File: src/rtl/tick_target_game_pkg.sv
// rtl/tick_target_game_pkg.sv - Shared states, constants and step helpers for the tick target game
package tick_target_game_pkg;

    typedef enum logic [2:0] {
        ST_IDLE,
        ST_ARM,
        ST_SHOW,
        ST_WAIT,
        ST_OVER
    } state_e;

    localparam logic [7:0] LFSR_TAPS = 8'hB8;
    localparam logic [7:0] BCD_MAX   = 8'h99;

    // Fibonacci step; the all-zero lock-up state is replaced by the seed.
    function automatic logic [7:0] lfsr_step(input logic [7:0] cur, input logic [7:0] seed);
        logic [7:0] nxt;
        nxt = {cur[6:0], ^(cur & LFSR_TAPS)};
        return (nxt == 8'h00) ? seed : nxt;
    endfunction

    function automatic logic [7:0] bcd_inc_sat(input logic [7:0] v);
        logic [7:0] r;
        if (v == BCD_MAX) begin
            r = v;
        end else if (v[3:0] == 4'd9) begin
            r = {v[7:4] + 4'd1, 4'd0};
        end else begin
            r = {v[7:4], v[3:0] + 4'd1};
        end
        return r;
    endfunction

endpackage

File: src/rtl/tick_target_game_sync_edge.sv
// rtl/tick_target_game_sync_edge.sv - Multi-flop synchronizer with rising-edge pulse output
module sync_edge #(
    parameter int WIDTH  = 1,
    parameter int STAGES = 2
) (
    input  logic             clk,
    input  logic             rst,
    input  logic [WIDTH-1:0] din_i,
    output logic [WIDTH-1:0] rise_o
);

    logic [WIDTH-1:0] sync_q [STAGES];
    logic [WIDTH-1:0] prev_q;

    always_ff @(posedge clk) begin
        if (rst) begin
            for (int i = 0; i < STAGES; i++) begin
                sync_q[i] <= '0;
            end
            prev_q <= '0;
        end else begin
            sync_q[0] <= din_i;
            for (int i = 1; i < STAGES; i++) begin
                sync_q[i] <= sync_q[i-1];
            end
            prev_q <= sync_q[STAGES-1];
        end
    end

    assign rise_o = sync_q[STAGES-1] & ~prev_q;

endmodule

File: src/rtl/tick_target_game.sv
// rtl/tick_target_game.sv - Reaction game: pseudo-random target per tick, BCD hit score, miss limit
module tick_target_game
    import tick_target_game_pkg::*;
#(
    parameter int         NUM_LEDS    = 8,
    parameter logic [7:0] LFSR_SEED   = 8'hA5,
    parameter int         MAX_MISS    = 5,
    parameter int         SYNC_STAGES = 2
) (
    input  logic                clk,
    input  logic                rst,
    input  logic                en,
    input  logic                start,
    input  logic [NUM_LEDS-1:0] btn,
    output logic [NUM_LEDS-1:0] led,
    output logic [7:0]          score_bcd,
    output logic [3:0]          miss_cnt,
    output logic                game_over
);

    localparam int         IDX_W      = (NUM_LEDS > 1) ? $clog2(NUM_LEDS) : 1;
    localparam logic [3:0] MISS_LIMIT = 4'(MAX_MISS);

    logic [NUM_LEDS-1:0] btn_rise;
    logic                start_rise;

    sync_edge #(.WIDTH(NUM_LEDS), .STAGES(SYNC_STAGES)) u_btn_sync (
        .clk   (clk),
        .rst   (rst),
        .din_i (btn),
        .rise_o(btn_rise)
    );

    sync_edge #(.WIDTH(1), .STAGES(SYNC_STAGES)) u_start_sync (
        .clk   (clk),
        .rst   (rst),
        .din_i (start),
        .rise_o(start_rise)
    );

    state_e              state_q, state_d;
    logic [7:0]          lfsr_q, lfsr_d, lfsr_adv;
    logic [IDX_W-1:0]    target_q, target_d, idx_raw, new_target;
    logic [7:0]          score_q, score_d;
    logic [3:0]          miss_q, miss_d, miss_inc;
    logic [NUM_LEDS-1:0] led_q, led_d, tgt_bit;
    logic                over_q;

    always_comb begin
        lfsr_adv   = lfsr_step(lfsr_q, LFSR_SEED);
        idx_raw    = lfsr_adv[IDX_W-1:0];
        // Never show the same LED twice in a row.
        new_target = (idx_raw == target_q) ? idx_raw + IDX_W'(1) : idx_raw;
        tgt_bit    = NUM_LEDS'(1) << target_q;
        miss_inc   = miss_q + 4'd1;
    end

    always_comb begin
        state_d  = state_q;
        target_d = target_q;
        score_d  = score_q;
        miss_d   = miss_q;
        lfsr_d   = en ? lfsr_adv : lfsr_q;

        case (state_q)
            ST_IDLE: begin
                if (start_rise) state_d = ST_ARM;
            end
            ST_ARM, ST_WAIT: begin
                if (en) begin
                    target_d = new_target;
                    state_d  = ST_SHOW;
                end
            end
            ST_SHOW: begin
                // Button evaluation wins over a coincident tick, which is then consumed.
                if ((btn_rise & ~tgt_bit) != '0 || (btn_rise == '0 && en)) begin
                    miss_d  = miss_inc;
                    state_d = (miss_inc == MISS_LIMIT) ? ST_OVER : ST_WAIT;
                end else if (btn_rise == tgt_bit) begin
                    score_d = bcd_inc_sat(score_q);
                    state_d = ST_WAIT;
                end
            end
            ST_OVER: begin
            end
            default: state_d = ST_IDLE;
        endcase

        if (start_rise && state_q != ST_IDLE) begin
            score_d  = '0;
            miss_d   = '0;
            target_d = target_q;
            state_d  = ST_ARM;
        end
    end

    always_comb begin
        led_d = '0;
        if (state_d == ST_SHOW) begin
            led_d = NUM_LEDS'(1) << target_d;
        end else if (state_d == ST_OVER) begin
            led_d = '1;
        end
    end

    always_ff @(posedge clk) begin
        if (rst) begin
            state_q  <= ST_IDLE;
            lfsr_q   <= LFSR_SEED;
            target_q <= '0;
            score_q  <= '0;
            miss_q   <= '0;
            led_q    <= '0;
            over_q   <= 1'b0;
        end else begin
            state_q  <= state_d;
            lfsr_q   <= lfsr_d;
            target_q <= target_d;
            score_q  <= score_d;
            miss_q   <= miss_d;
            led_q    <= led_d;
            over_q   <= (state_d == ST_OVER);
        end
    end

    assign led       = led_q;
    assign score_bcd = score_q;
    assign miss_cnt  = miss_q;
    assign game_over = over_q;

endmodule

File: config.mk
export PLATFORM = sky130hd
export DESIGN_NAME = tick_target_game
export DESIGN_NICKNAME = d
export VERILOG_FILES = /design/src/rtl/tick_target_game_pkg.sv /design/src/rtl/tick_target_game_sync_edge.sv /design/src/rtl/tick_target_game.sv
export SDC_FILE = /design/constraint.sdc
export NUM_CORES = 1
export LEC_CHECK = 0
export CORE_ASPECT_RATIO = 0.6
export CORE_UTILIZATION = 45
export DETAILED_ROUTE_END_ITERATION = 10
export PLACE_DENSITY = 0.67
export SETUP_SLACK_MARGIN = 0.2
export SLEW_MARGIN = 10
export SYNTH_ARGS = -nofsm -noshare
export SYNTH_HDL_FRONTEND = slang
export SYNTH_HIERARCHICAL = 1
export SYNTH_SLANG_ARGS = --single-unit
File: constraint.sdc
create_clock -name clk -period 3 [get_ports clk]
set_input_delay 0.6 -clock clk [delete_from_list [all_inputs] [get_ports clk]]
set_output_delay 0.6 -clock clk [all_outputs]
set_load 0.01 [all_outputs]
# Word level (Yosys, flattened, before mapping)
# Memories as Yosys holds them, arrays and structs flattened.
# Cells that the tools add are included.
# op_classes
addsub	4
shifts	2
n_reduce_logical	14
eq_ne	11
mul	0
div	0
order_cmp	0
bitwise	12
mux	22
# ops
operator	n
$mux 8	5
$mux 3	10
$and 8x8->8	2
$logic_not 8->1	2
$not 8->8	2
$shl 1x3->8 const A	2
$add 4x1->4 const B	3
$pmux 3 s4	1
$eq 3x2->1 const B	3
$eq 8x8->1	1
$eq 8x8->1 const B	1
$reduce_bool 8->1	1
$reduce_xor 8->1	1
$eq 3x3->1 const B	2
$mux 1	5
$reduce_and 5->1	1
$eq 4x3->1 const B	1
$eq 4x4->1 const B	1
$mux 4	1
$or 1x1->1	4
$reduce_and 4->1	1
$reduce_or 2->1	2
$add 3x1->3 const B	1
$eq 3x1->1 const B	1
other kinds (8)	11
# word_totals
wordCells	77
inputBits	12
register_bits	44
output_inout_bits	21
mem_bits_rw	18
mem_bits_ro	0
mem_count	2
latchBits	0
# mem_list
name	depth	word_bits	rd	rd_ports_with_merged_regs	wr	line_no	text
u_btn_sync.sync_q	2	8	2	0	2	tick_target_game_sync_edge.sv:12	logic [WIDTH-1:0] sync_q [STAGES];
u_start_sync.sync_q	2	1	2	0	2	tick_target_game_sync_edge.sv:12	

# Depth between registers and ports, before layout
# Gate-level depths: netlist of run 1.
# depth
word_depth	11
mapped_depth	11
mapped_depth_nobuf	9

# By module
# Netlist of run 1, hierarchy kept.
# modules_own_cells
mod	cells_per_inst	instances	area_per_inst_um2	seq_area_each_um2
tick_target_game	229	1	2028.2	700.7
sync_edge (u_btn_sync)	58	1	743.2	480.5
sync_edge (u_start_sync)	7	1	87.6	60.1

# Least setup slack after synthesis of run 1
# Ideal clock, no wire load.
# synth_timing
path_type	reg2reg
startpoint	reg target_q[1]
endpoint	reg led_q[0], in the netlist led[0]
synth_period_minus_slack_ns	2.897
arrival_time_ns	2.810
setup_time_ns	0.087
t_required_ns	2.913
path_buffers	1
slack_ns	0.103
path_stages_with_launch	10
path_cell_list	dfxtp_1 -> clkbuf_1 -> or3b_2 -> ha_1 -> or4_4 -> nor2_4 -> a21oi_2 -> a221oi_2 -> or4b_4 -> o31ai_1
# synth_between
elab_chain_cells	11
word_cells_on_any_way	20
cone_classes	eq/ne (4); shift (2); mux (10); bitwise (2); reduce/logical (2)
# synth_lines
item	line_no	text
start: declaration	tick_target_game.sv:43	logic [IDX_W-1:0] target_q, target_d, idx_raw, new_target;
start signal: assignment	tick_target_game.sv:119	target_q <= target_d;
$shl 1x3->8	tick_target_game.sv:54	tgt_bit = NUM_LEDS'(1) << target_q;
$not 8->8	tick_target_game.sv:77	if ((btn_rise & ~tgt_bit) != '0 || (btn_rise == '0 && en)) begin
$and 8x8->8	tick_target_game.sv:77	
$reduce_bool 8->1	tick_target_game.sv:77	
$logic_or 1x1->1	tick_target_game.sv:77	
$mux 3	tick_target_game.sv:77	
$pmux 3 s4	tick_target_game.sv:65	case (state_q)
$mux 3	tick_target_game.sv:90	if (start_rise && state_q != ST_IDLE) begin
$eq 3x3->1	tick_target_game.sv:102	end else if (state_d == ST_OVER) begin
$mux 8	tick_target_game.sv:102	
$mux 8 *	tick_target_game.sv:100	if (state_d == ST_SHOW) begin
end signal: assignment	tick_target_game.sv:122	led_q <= led_d;
end: declaration	tick_target_game.sv:46	logic [NUM_LEDS-1:0] led_q, led_d, tgt_bit;
# Every way passes the cells marked *; elsewhere a longest branch is shown, timed or not.
# A chain may end at the register's enable or synchronous reset.

# Worst setup path in the final report of run 1
# layout_timing
startpoint	reg target_q[0]
endpoint	reg led_q[4], in the netlist led[4]
# Same word-level chain as after synthesis.

==> results of run 1 <==
## timing repair
item                                    CTS  global route
pin swaps                                 7             2
gates cloned                              0             0
setup buffers                             6             0
gates resized for setup                   3             4
endpoints found under the setup margin    4            10
hold buffers                              0             0
## sequential cells by signal (all words and copies together), names as in the netlist
name                 cells
u_start_sync/sync_q      2
miss_cnt                 4
score_bcd                8
state_q                  3
lfsr_q                   8
game_over                1
target_q                 3
u_start_sync/prev_q      1
u_btn_sync/sync_q       16
led                      8
u_btn_sync/prev_q        8
## cells by family (layout without fill, tap and decap cells)
family          after synthesis  after routing
simple gates                140            140
flops                        62             62
compound gates               40             40
buf+inv                      18             67
xor+xnor                     15             15
fa+ha+maj                    13             13
mux                           6              6
## metal layers
| layer | up-vias | part of all wire |
|---|---|---|
| li1 | 1112 | - |
| met4 | 0 | 0.023 |
| met3 | 13 | 0.086 |
| met2 | 69 | 0.37 |
| met1 | 941 | 0.52 |
| met5 | - | 0 |
## worst max-delay path by stage
stage / slack (ns) / startpoint / endpoint
detailed placement: 0.06 / target_q[1]$_SDFF_PP0_ / led[6]$_SDFF_PP0_
global route: 0.10 / target_q[0]$_SDFF_PP0_ / led[4]$_SDFF_PP0_
floorplan: 0.19 / target_q[0]$_SDFF_PP0_ / led[0]$_SDFF_PP0_
global placement: 0.18 / target_q[1]$_SDFF_PP0_ / led[6]$_SDFF_PP0_
finish: 0.18 / target_q[0]$_SDFF_PP0_ / led[4]$_SDFF_PP0_
CTS: 0.17 / target_q[0]$_SDFF_PP0_ / led[4]$_SDFF_PP0_
## through the flow
step	area (um^2)	cells	power (W)	hold WS, ns	setup WS (ns)
after floorplan	2900	294	0.00109	0.411	0.191
after global placement	3290	406	0.00115	0.415	0.180
after detailed placement	3290	406	0.00115	0.420	0.0587
after CTS	3540	427	0.00188	0.435	0.175
after global routing	3550	427	0.00196	0.454	0.104
final	3550	427	0.00187	0.434	0.185
## placed cells by master (no fill, tap or decap), drive strengths merged, types with 2 or more instances in the layout
cell / synthesis / layout
clkinv: 0 / 2
and4: 2 / 2
nand3: 3 / 3
and2b: 6 / 6
nand2: 17 / 17
nor2: 31 / 31
xnor2: 6 / 6
nor3: 8 / 8
ha: 13 / 13
or4: 2 / 2
and2: 5 / 5
o21bai: 3 / 3
nand2b: 3 / 3
bufinv: 1 / 2
o21ai: 6 / 6
xor2: 9 / 9
o211ai: 2 / 2
clkbuf: 7 / 11
buf: 3 / 13
nand4: 6 / 6
o31ai: 9 / 9
nand4bb: 2 / 2
nor4: 3 / 3
a31oi: 2 / 2
dfxtp: 62 / 62
nor2b: 36 / 36
mux2i: 6 / 6
a21oi: 8 / 8
nor3b: 2 / 2
nand3b: 2 / 2
inv: 7 / 7
or3: 4 / 4
a211oi: 2 / 2
and3: 2 / 2
clkdlybuf4s50: 0 / 31
## synth_stat cells, types with 2 or more instances
cell type / count
nor3_1: 7
nor2b_1: 21
o31ai_1: 9
and2b_1: 5
nand2b_1: 3
a21oi_1: 7
nand4_1: 5
nand3b_1: 2
buf_6: 2
nand3_1: 3
and2_1: 5
xor2_1: 9
nor4_1: 2
nand2_1: 17
nor2b_2: 15
nor2_1: 29
and4_1: 2
o21bai_1: 3
xnor2_1: 6
dfxtp_1: 62
ha_1: 13
a31oi_1: 2
mux2i_1: 6
nor3b_1: 2
a211oi_1: 2
inv_1: 7
o21ai_0: 4
nand4bb_1: 2
o211ai_1: 2
and3_1: 2
or4_4: 2
clkbuf_1: 7
or3_1: 3
## worst reg2reg max path: stages (launching register included)
cell and delay, ns:
dfxtp_4 0.36, or3_1 0.37, ha_2 0.18, or4_4 0.52, nor2_4 0.16, nand3_2 0.11
o31a_1 0.27, or4b_4 0.56, o31ai_2 0.21
## area by class of cell
type,count,area share
clock buffers,11,0.0398
clock inverters,4,0.0134
inverters,8,0.0123
multi-input cells,214,0.440
flip-flops and latches,62,0.351
well taps,84,0.0296
repair buffers,44,0.114
## power by group
group | switching (W) | internal [W] | leakage (nW)
Sequential | 0.0000327 | 0.000858 | 0.508
Clock | 0.000311 | 0.000399 | 0.0952
Combinational | 0.000137 | 0.000131 | 0.795
==> flow_metrics.tcl, run 1 <==
set metrics [dict create \
    status "complete, no violations" \
    cts_made_buffers 9 \
    met1_usage 0.271 \
    ys_seq_elements 62 \
    grt_max_degree 40 \
    ant_nets 0 \
    critPathArrivalTime_ns 3.08 \
    cts-root-buf "clkbuf_8" \
    yosys.area.top_type_share 0.434 \
    start_kind "flip-flop" \
    hold_depth 1 \
    cp.required_ns 3.27 \
    final_hold_viol_count 0 \
    rsz0062_at_grt "true" \
    detailed_place_hpwl_um 4020 \
    ir_worst_vdd_mv 0.284 \
    nNetsFinal 364 \
    num_vias 2135 \
    synthFlopType "dfxtp_1" \
    rows 22 \
    hold_end "u_btn_sync/sync_q[0][11]$_SDFF_PP0_" \
    drt_iter0_markers 111 \
    ys_types 59 \
    cts.path.max_buffers 2 \
    ff2ff_path_depth 8 \
    antennaDiodeCount 0 \
    die_width_um 105 \
    slew_headroom 0.669 \
    crit_family "simple AND/OR/NAND/NOR gates" \
    r2r_start "target_q[0]$_SDFF_PP0_" \
    period_share 0.938 \
    routabilityCongestion 0.885 \
    cts_tree "done" \
    initial_core_util 0.468 \
    vias_per_cell 5.00 \
    fin_crit_ns 2.82 \
    synth_simple_gate_area_frac 0.304 \
    met3_usage 0.0673 \
    synth-compound-area-share 0.105 \
    drt-total-wl_um 5640 \
    busiest_layer "met1" \
    p_per_area_nw_per_um2 526 \
    synth.net_count 319 \
    cts_sinks 62 \
    nFillCells 553 \
    synth_cells 294 \
    rrSetupSlack_ns 0.18 \
    yosys.area_share.adder 0.0569 \
    synth.area.top_cells "dfxtp_1 (43%), ha_1 (5.7%), nor2b_1 (4.6%)" \
    tightest_slew_ns 0.496 \
    dr.pass1.iters 4 \
    grt_overflow 0 \
    worst-setup-path-type "flip-flop to flip-flop" \
    port_buffers 32 \
    areaGrowthSynthToFinish_pct 24.3 \
    grt_use_met2 0.236 \
    die_h_um 63.7 \
    wl_per_cell_um 13.2 \
    avgSynthCellArea_um2 9.72 \
    io_pins 33 \
    multiInputGateArea_um2 1560 \
    clkTransAtPathRegs_ns 0.07 \
    synth_top_family_by_area "simple AND/OR/NAND/NOR gates" \
    synth_warnings 6 \
    p_leak_nw 1.40 \
    synth-async-reset-ratio 0 \
    yosysTopAreaCell "dfxtp_1" \
    path_buf_inv 0 \
    drc 0 \
    grt_pass1_vias 1935 \
    crit_chain "or3_1 -> ha_2 -> or4_4 -> nor2_4 -> nand3_2 -> o31a_1 -> or4b_4 -> o31ai_2" \
    crit_path_max_fanout 5 \
    post-route-util 0.581 \
    synthMuxAreaShare 0.0210 \
    clock.fmax_mhz 355 \
    worst_path_max_delay_cell "or4b_4" \
    crit_cells 8 \
    reg2reg_to "led[4]$_SDFF_PP0_" \
    clock-skew-final_ns 0.00916 \
    synth-xor-area-share 0.0460 \
    clock_latency_ns 0.34 \
    setup_violations 0 \
    grt_pass1_wl_um 9440 \
    dieArea_um2 6690 \
    core_um2 6110 \
    syn-cell-area_um2 2860 \
    hp-class "flip-flop to flip-flop" \
    synth-seq-area-share 0.434 \
    cap_violations 0 \
    synth-edff-count 0 \
    drv_slew 0 \
    worstSetupEndpointType "flip-flop" \
    tns_ns 0 \
    min_from "u_btn_sync/sync_q[0][3]$_SDFF_PP0_" \
    grt_antenna_before_repair 0 \
    crit_path_max_incr_delay_ns 0.56 \
    layout-drive-gt1-share 0.207 \
    regArea_um2 1250 \
    htree_levels 3 \
    grt_usage 0.186 \
]
(Power assumes the default switching activity.)
==> run 2, diff against run 1 <==
CAP_MARGIN = 5   (was not set)
==> results of run 2 <==
Final layout, timing and power as in run 1 (identical DEF).
==> run 3, diff against run 2 <==
GPL_TIMING_DRIVEN = 0   (was not set)
==> flow_metrics.tcl, run 3 (same netlist as run 1, synthesis figures left out) <==
set metrics [dict create \
    num_vias 2194 \
    layout_commonest_cell "dfxtp_1" \
    cts_made_buffers 9 \
    initial_core_util 0.468 \
    period_share 0.979 \
    die_width_um 105 \
    grt_overflow 0 \
    clock-skew-final_ns 0.00799 \
    cp.required_ns 3.26 \
    worst-setup-path-type "flip-flop to flip-flop" \
    start_kind "flip-flop" \
    setup_violations 0 \
    fin_crit_ns 2.94 \
    drt_iter0_markers 122 \
    dieArea_um2 6690 \
    path_buf_inv 1 \
    largest_reg_flops 16 \
    worstSetupEndpointType "flip-flop" \
    dp.cells 410 \
    core_um2 6110 \
    antennaDiodeCount 0 \
    htree_levels 3 \
    grt_antenna_before_repair 0 \
    die_h_um 63.7 \
    wl_per_cell_um 13.3 \
    nNetsFinal 368 \
    final_hold_viol_count 0 \
    drt-total-wl_um 5730 \
    grt_max_degree 17 \
    cap_violations 0 \
    final_cell_count_no_fill 432 \
    io_pins 33 \
    drc 0 \
    ant_nets 0 \
    finalPower_w 0.00184 \
    areaGrowthSynthToFinish_pct 26.9 \
    p_leak_nw 1.41 \
    crit_family "simple AND/OR/NAND/NOR gates" \
    crit_path_max_incr_delay_ns 0.56 \
    ir_worst_vdd_mv 0.264 \
    grt_usage 0.191 \
    clock.fmax_mhz 341 \
    final_cell_mix "dfxtp_1 (60), clkdlybuf4s50_1 (32), nor2_1 (28)" \
    grt_pass1_wl_um 9740 \
    rsz0062_at_grt "true" \
    hp-class "flip-flop to flip-flop" \
    cts.path.max_buffers 2 \
    drv_slew 0 \
    slew_headroom 0.607 \
    cts_hold_buf 0 \
    top_register "u_btn_sync/sync_q" \
    layout-drive-gt1-share 0.210 \
    clock_latency_ns 0.34 \
    p_per_area_nw_per_um2 507 \
    rows 22 \
    critPathArrivalTime_ns 3.19 \
    tightest_slew_ns 0.587 \
    crit_path_max_fanout 4 \
    clkTransAtPathRegs_ns 0.07 \
    dr.pass1.iters 7 \
    cts-root-buf "clkbuf_8" \
    cts_tree "done" \
    cts_sinks 62 \
    crit_chain "buf_8 -> or3_1 -> ha_2 -> or4_4 -> nor2_4 -> a21oi_4 -> a221oi_2 -> or4b_4 -> o31ai_4" \
    grt_pass1_vias 1987 \
    vias_per_cell 5.08 \
    worst_path_max_delay_cell "or4b_4" \
    port_buffers 32 \
    holdWs_ns 0.434 \
    detailed_place_hpwl_um 4140 \
    status "complete, no violations" \
    routabilityCongestion 0.838 \
]
## run 3: cell count changes in the layout (fill, tap and decap cells not counted), sizes merged
cell           previous run  this run
clkbuf                   11        16
buf                      13        12
clkdlybuf4s50            31        32
clkinvlp                  1         3
clkinv                    2         1
bufinv                    2         1
## run 3: final cells by class
type                            count  area, um^2
Inverter                            8        43.8
Timing Repair Buffer               38         365
Clock inverter                      4        31.3
Buffer                             10        88.8
Clock buffer                       12         155
Sequential cell                    62        1240
Fill cell                         551        2480
Tap cell                           84         105
Multi-Input combinational cell    214        1600
## run 3: what timing repair did
item	in CTS	in global routing
gates resized for setup	8	10
setup buffers	4	2
pin swaps	7	6
endpoints found under the setup margin	7	10
## run 3: layer usage
layer  global-route usage  vias up  routed length (um)
met5                    0        -                   0
met4               0.0827        0                  81
met3               0.0612        9                 354
met2                0.248       58                2240
met1                0.283     1010                3050
li1                     -     1117                   -
## run 3: worst register-to-register path, delay by kind of cell, from the launching register on
kind                       cells  cell delay, ns
and+or+nand+nor                4            1.63
DFF                            1            0.33
buffers and inverters          1            0.12
AOI/OAI and AO/OA              3            0.60
adders and majority gates      1            0.18
## run 3: path summary, 6_finish.rpt
path / startpoint / end / slack, ns / cells past startpoint
worst max register to register: target_q[0]$_SDFF_PP0_ / led[0]$_SDFF_PP0_ / 0.06 / 9
worst min-delay path: u_btn_sync/sync_q[0][7]$_SDFF_PP0_ / u_btn_sync/sync_q[0][15]$_SDFF_PP0_ / 0.43 / 1
worst min register to register: u_btn_sync/sync_q[0][7]$_SDFF_PP0_ / u_btn_sync/sync_q[0][15]$_SDFF_PP0_ / 0.43 / 1
worst max-delay path: target_q[0]$_SDFF_PP0_ / led[0]$_SDFF_PP0_ / 0.06 / 9
## run 3: power breakdown
part	total, W	leakage, nW	switching [W]	internal [W]
Combinational	0.000285	0.815	0.000146	0.000139
Sequential	0.000889	0.508	0.0000312	0.000858
Clock	0.000668	0.0848	0.000322	0.000346
Total	0.00184	1.41	0.000499	0.00134
## run 3: metrics by stage
| step | setup slack, ns | utilization | setup TNS, ns | area (um^2) |
|---|---|---|---|---|
| final | 0.0643 | 0.594 | 0 | 3630 |
| after global routing | -0.0225 | 0.594 | -0.0466 | 3630 |
| after CTS | 0.00725 | 0.586 | 0 | 3580 |
| after detailed placement | -0.0702 | 0.545 | -0.188 | 3330 |
| after global placement | -0.0507 | 0.545 | -0.146 | 3330 |
| after floorplan | 0.191 | - | 0 | 2900 |
